## src/rtl/seq_fifo.sv

```systemverilog
// Synchronous FIFO of reference words; pointers carry an extra wrap bit for full/empty.
module seq_fifo #(
    parameter int W     = 6,
    parameter int DEPTH = 4
) (
    input  logic         clk,
    input  logic         rst,
    input  logic         wr_en,
    input  logic [W-1:0] wr_data,
    input  logic         rd_en,
    output logic [W-1:0] rd_data,
    output logic         full,
    output logic         empty
);
    localparam int AW = $clog2(DEPTH);

    logic [AW:0]               wr_ptr, rd_ptr;
    logic [DEPTH-1:0][W-1:0]   mem;

    assign empty   = (wr_ptr == rd_ptr);
    assign full    = (wr_ptr[AW] != rd_ptr[AW]) && (wr_ptr[AW-1:0] == rd_ptr[AW-1:0]);
    assign rd_data = mem[rd_ptr[AW-1:0]];

    // Write and read may coincide even when full: head is read before the slot is overwritten.
    always_ff @(posedge clk or posedge rst) begin
        if (rst) begin
            wr_ptr <= '0;
            rd_ptr <= '0;
            mem    <= '0;
        end else begin
            if (wr_en) begin
                mem[wr_ptr[AW-1:0]] <= wr_data;
                wr_ptr              <= wr_ptr + (AW+1)'(1);
            end
            if (rd_en)
                rd_ptr <= rd_ptr + (AW+1)'(1);
        end
    end

endmodule

```

## config.mk

```make
export PLATFORM = sky130hd
export DESIGN_NAME = seq_fifo
export DESIGN_NICKNAME = d
export VERILOG_FILES = /design/src/rtl/seq_fifo.sv
export SDC_FILE = /design/constraint.sdc
export NUM_CORES = 1
export LEC_CHECK = 0
export BUFFER_PORTS_ARGS = -buffer_cell sky130_fd_sc_hd__buf_2
export CAP_MARGIN = 20
export CORE_ASPECT_RATIO = 0.5
export CORE_MARGIN = 2
export CORE_UTILIZATION = 35
export CTS_CLUSTER_SIZE = 12
export DETAILED_ROUTE_END_ITERATION = 10
export SLEW_MARGIN = 5
export SYNTH_ARGS = -nofsm -noshare
export SYNTH_HDL_FRONTEND = slang
export SYNTH_SLANG_ARGS = --single-unit
```

## constraint.sdc

```tcl
create_clock -name clk -period 3.9 [get_ports clk]
set_input_delay 0 -clock clk [delete_from_list [all_inputs] [get_ports clk]]
set_output_delay 0 -clock clk [all_outputs]
set_load 0.05 [all_outputs]
```

==> results of run 1 <==
cells in the final DEF, fill, tap and decap left out:
cell type / instances
ha_1: 5
buf_2: 17
mux4_2: 6
nor3b_1: 1
clkinv_2: 2
xnor2_1: 3
buf_4: 1
mux2_2: 25
nand2_2: 1
inv_1: 3
nor3_1: 1
o21ai_0: 1
nand2_1: 5
bufinv_16: 1
dfrtp_1: 30
xor2_1: 4
dlygate4sd3_1: 7
clkbuf_8: 5
state kept, by name, summed over array words and instances, names as in the netlist:
name	cells
wr_ptr	3
mem	24
rd_ptr	3
repair_timing:
item                                   CTS  global route
hold buffers                             7             0
endpoints found under the hold margin   40             0
gates resized for setup                  0             0
metal layers:
metal | track usage (%) | vias to the layer above
met2 | 21.2 | 13
met3 | 4.17 | 7
met1 | 17.4 | 387
met5 | 0 | -
li1 | - | 366
met4 | 6.27 | 0
how the worst min path moves through the flow:
| stage | start | endpoint | slack [ns] | depth (start not counted) |
|---|---|---|---|---|
| floorplan | rst | mem[0] | 0.09 | 1 |
| global placement | rst | rd_ptr[2] | 0.1 | 3 |
| detailed placement | rst | rd_ptr[1] | 0.10 | 3 |
| CTS | wr_data[3] | mem[3] | 0.002 | 2 |
| global route | wr_data[4] | mem[10] | 0.02 | 2 |
| finish | wr_data[3] | mem[3] | 0.006 | 2 |
worst register-to-register path, delay by kind of cell (launching register included):
family	cells	cell delay, ns
adder cells (fa/ha/maj)	1	0.19
AND/OR/NAND/NOR	1	0.27
multiplexers	1	0.38
flip-flops	1	0.44
buffers and inverters	1	0.09
kinds of logic (layout without fill, tap and decap cells):
logic type                 after synthesis  after routing  share of synthesized area, %
and+or+nand+nor                          8              8                          2.74
xor gates and xnor gates                 7              7                          4.48
muxes                                   31             31                          30.4
AOI/OAI and AO/OA                        1              1                         0.365
adders and majority gates                5              5                          4.57
buffers and inverters                    6             36                          2.56
DFF                                     30             30                          54.8
final cells by class:
type	count	area, sq um
Clock buffer	5	68.8
Tap cell	51	63.8
Sequential cell	30	751
Inverter	3	11.3
Multi-Input combinational cell	52	583
Timing Repair Buffer	25	163
Clock inverter	3	40.0
Fill cell	321	1900
cells in the mapped netlist:
| master | count |
|---|---|
| buf_2 | 1 |
| buf_4 | 1 |
| ha_1 | 5 |
| mux2_2 | 25 |
| nor3b_1 | 1 |
| inv_1 | 3 |
| xnor2_1 | 3 |
| o21ai_0 | 1 |
| xor2_1 | 4 |
| dfrtp_1 | 30 |
| nand2_1 | 5 |
| mux4_2 | 6 |
| buf_6 | 1 |
| nor3_1 | 1 |
| nand2_2 | 1 |
per-stage QoR:
stage / instance area [sq um] / util [%] / setup slack, ns / instances
after floorplan: 1370 / - / 2.03 / 88
after detailed placement: 1500 / 41.9 / 2.39 / 154
after global routing: 1680 / 46.9 / 2.02 / 169
after global placement: 1500 / 41.9 / 2.41 / 154
final: 1680 / 46.9 / 2.13 / 169
after CTS: 1680 / 46.9 / 2.09 / 169
==> impl_metrics.toml, run 1 <==
[detailed_routing]
drtIter0Drc = 33
vias_per_cell = 4.57
wl_met3_microns = 92
vias = 773
totalWireLength_mm = 2.48
wl_met2_mm = 1.08
ant_nets = 0
detail_route.wl_per_cell_microns = 14.7
drc = 0
met1_length_mm = 1.26
top_layer_used = "met4"
dr.pass1.iters = 3

[global_routing]
grt_start_max_net_pins = 31
overflow = 0
grt_antenna_before_repair = 0
grt_usage_pct = 13.3
grt_pass1_wl_mm = 4.19
grt_pass1_vias = 819

[cells_and_area]
drive_above_1_share_pct = 49.2
n_antenna_cell = 0
nNetsFinal = 132
syn_to_final_growth_pct = 22.8

[sta]
max_freq_ghz = 0.565
hold_ws_ns = 0.00555
layout_min_cycle_time_ns = 1.77
worst_pin_slew_ns = 0.560
maxSlewHeadroom_pct = 62.7
slew_viol_final = 0
rsz0062_at_grt = "no"
min_period_over_period_pct = 45.4
fin_skew_ns = 0.00260
setup_viol = 0
hold_viol_final = 0
fin_setup_tns_ns = 0

[setup_path]
cp-end-kind = "primary output"
r2r_slack_ns = 2.42
critPathMaxStageDelay_ns = 0.70
cp_max_fo = 9
crit_start = "rd_ptr[0]"
rr_endpoint = "mem[5]"
cp.buffers_inverters = 1
cp_slowest_cell = "dfrtp_1"
worstSetupPathDepth = 2
rr_worst_depth = 4
start_kind = "flip-flop"
worst-setup-path-type = "flip-flop to primary output"
crit_family = "flip-flops"
worstReg2RegStart = "wr_ptr[0]"
cp_data_required_time_ns = 3.90
worstPathCellList = "mux4_2 > buf_2"
cp.arrival_ns = 1.77
cp-endpoint = "rd_data[4]"

[floorplan]
core_area_sq_mm = 0.00358
initial_core_util_pct = 38.2
dieHeight_microns = 48.2
rows = 15
die-area_sq_mm = 0.00446
die_w_microns = 92.4
io_pins = 18

[yosys]
synth_seq_cells = 30
synth_top_area_share_pct = 54.8
synth_cells = 88
synth_warnings = 0
synth.area.top_cells = "dfrtp_1 (55%), mux2_2 (21%), mux4_2 (9.9%), ha_1 (4.6%), xor2_1 (2.6%)"
syn_area_sq_mm = 0.00137
netlist-cell-type-count = 15
synth_area_per_cell_sq_um = 15.6
yosys.area.top_type = "dfrtp_1"
ys_seq_area_share_pct = 54.8
syn_nets = 103

[hold_path]
hold_class = "input pin to flip-flop"

[clock_network]
htreeDepth = 2
cts_tree = "done"
cts_sinks = 30
cts_inserted_buffers = 5
post-cts-setup-buffer-count = 0
clkLatencyLatePin_ns = 0.28
clkTransAtPathRegs_ns = 0.06
cts_buffer_depth = 2
cts_root_buffer = "clkbuf_8"

[place]
gp_congestion = 0.665
hpwl_mm = 1.65
port_buffers = 17

[flow_run]
cap_violations = 0

[run_status]
status = "finished, final reports clean"
Power of run 1 is not shown: default switching activity piles up to over one toggle a cycle in this logic, so the estimate is an artifact.
==> run 2, diff against run 1 <==
clock period = 1.8 ns   (was 3.9 ns; I/O delays follow)
==> impl_metrics.toml, run 2 (synthesis gave the netlist of run 1 again) <==
[run_status]
status = "finished, final reports clean"

[sta]
layout_min_cycle_time_ns = 1.60
maxSlewHeadroom_pct = 69.2
slew_viol_final = 0
fin_skew_ns = 0.00536
max_freq_ghz = 0.627
setup_viol = 0
worst_pin_slew_ns = 0.462
rsz0062_at_grt = "no"
hold_viol_final = 0
fin_setup_tns_ns = 0
min_period_over_period_pct = 88.7

[floorplan]
core_area_sq_mm = 0.00358
initial_core_util_pct = 38.2
io_pins = 18
die-area_sq_mm = 0.00446
rows = 15
die_w_microns = 92.4
dieHeight_microns = 48.2

[cells_and_area]
largest_register_ff_count = 24
top_register = "mem"
nFillCells = 320
final_common_cell = "dfrtp_1"
syn_to_final_growth_pct = 23.4
nNetsFinal = 134
drive_above_1_share_pct = 49.2
largest_registers = "mem (24), rd_ptr (3), wr_ptr (3)"
n_antenna_cell = 0
layout_common_cells = "dfrtp_1 (29), mux2_2 (25), buf_2 (17), dlygate4sd3_1 (9)"

[place]
port_buffers = 17
gp_congestion = 0.635
hpwl_mm = 1.56

[setup_path]
cp_max_fo = 9
r2r_slack_ns = 0.32
rr_endpoint = "mem[9]"
worst-setup-path-type = "flip-flop to primary output"
cp-end-kind = "primary output"
rr_worst_depth = 4
start_kind = "flip-flop"
cp.arrival_ns = 1.60
cp_data_required_time_ns = 1.80
worstReg2RegStart = "wr_ptr[1]"

[hold_path]
hold_class = "input pin to async pin"

[detailed_routing]
totalWireLength_mm = 2.38
detail_route.wl_per_cell_microns = 13.9
drc = 0
ant_nets = 0
vias_per_cell = 4.55
dr.pass1.iters = 3
drtIter0Drc = 13
vias = 778

[global_routing]
grtUsageMet3_pct = 4.17
groute.layer.met2.usage_pct = 19.3
top_usage_layer = "met2"
grt_usage_pct = 12.7
grt_pass1_wl_mm = 3.95
grt_antenna_before_repair = 0
grt_start_max_net_pins = 31
grt_pass1_vias = 778
met1_usage_pct = 16.6
overflow = 0

[clock_network]
clkTransAtPathRegs_ns = 0.06
cts_root_buffer = "clkbuf_8"
cts_sinks = 30
htreeDepth = 2
cts_tree = "done"
post-cts-setup-buffer-count = 0
clkLatencyLatePin_ns = 0.28
cts_inserted_buffers = 5
cts_buffer_depth = 2

[flow_run]
cap_violations = 0
## run 2: layer usage
layer / wire length, microns / vias to the layer above
met3: 87 / 3
met2: 1030 / 14
li1: - / 375
met4: 20 / 0
met5: 0 / -
met1: 1230 / 386
## run 2: worst max-delay path by stage
| stage | slack (ns) | end | depth (start not counted) | startpoint |
|---|---|---|---|---|
| 2_1_floorplan | 0.004 | full | 3 | rd_ptr[1] |
| 3_3_place_gp | 0.30 | rd_data[0] | 2 | rd_ptr[0] |
| 3_5_place_dp | 0.29 | rd_data[0] | 2 | rd_ptr[0] |
| 4_1_cts | 0.17 | rd_data[0] | 2 | rd_ptr[0] |
| 5_1_grt | 0.13 | rd_data[4] | 2 | rd_ptr[0] |
| 6_report | 0.20 | rd_data[0] | 2 | rd_ptr[0] |
## run 2: critical path, cell delays in order, from the launching register on
cell and delay (ns):
dfrtp_2 0.55, mux4_2 0.54, buf_2 0.22
## run 2: final cells by class
| type | instances | area, sq um | area share [%] |
|---|---|---|---|
| clock buffer | 7 | 86.3 | 5.11 |
| sequential | 30 | 752 | 44.5 |
| timing repair buffer | 27 | 183 | 10.8 |
| clock inverter | 1 | 5.00 | 0.296 |
| inverter | 3 | 11.3 | 0.667 |
| multi-input combinational | 52 | 588 | 34.8 |
| tap | 51 | 63.8 | 3.78 |
## run 2: metrics by stage
stage | util (%) | hold slack (ns) | setup WS (ns) | instances | instance area, sq um
final | 47.1 | 0.333 | 0.204 | 171 | 1690
after global routing | 47.1 | 0.396 | 0.126 | 171 | 1690
after CTS | 47.1 | 0.339 | 0.170 | 171 | 1690
after detailed placement | 42.0 | 0.0953 | 0.294 | 154 | 1510
after global placement | 42.0 | 0.104 | 0.300 | 154 | 1510
after floorplan | - | 0.0871 | 0.00421 | 88 | 1370
## run 2: timing repair
item                                   in CTS  in global routing
endpoints found under the hold margin      49                  0
gates resized for setup                     1                  0
setup endpoints to repair                   6                  0
hold buffers                                9                  0
Power of run 2 is left out for the same reason.
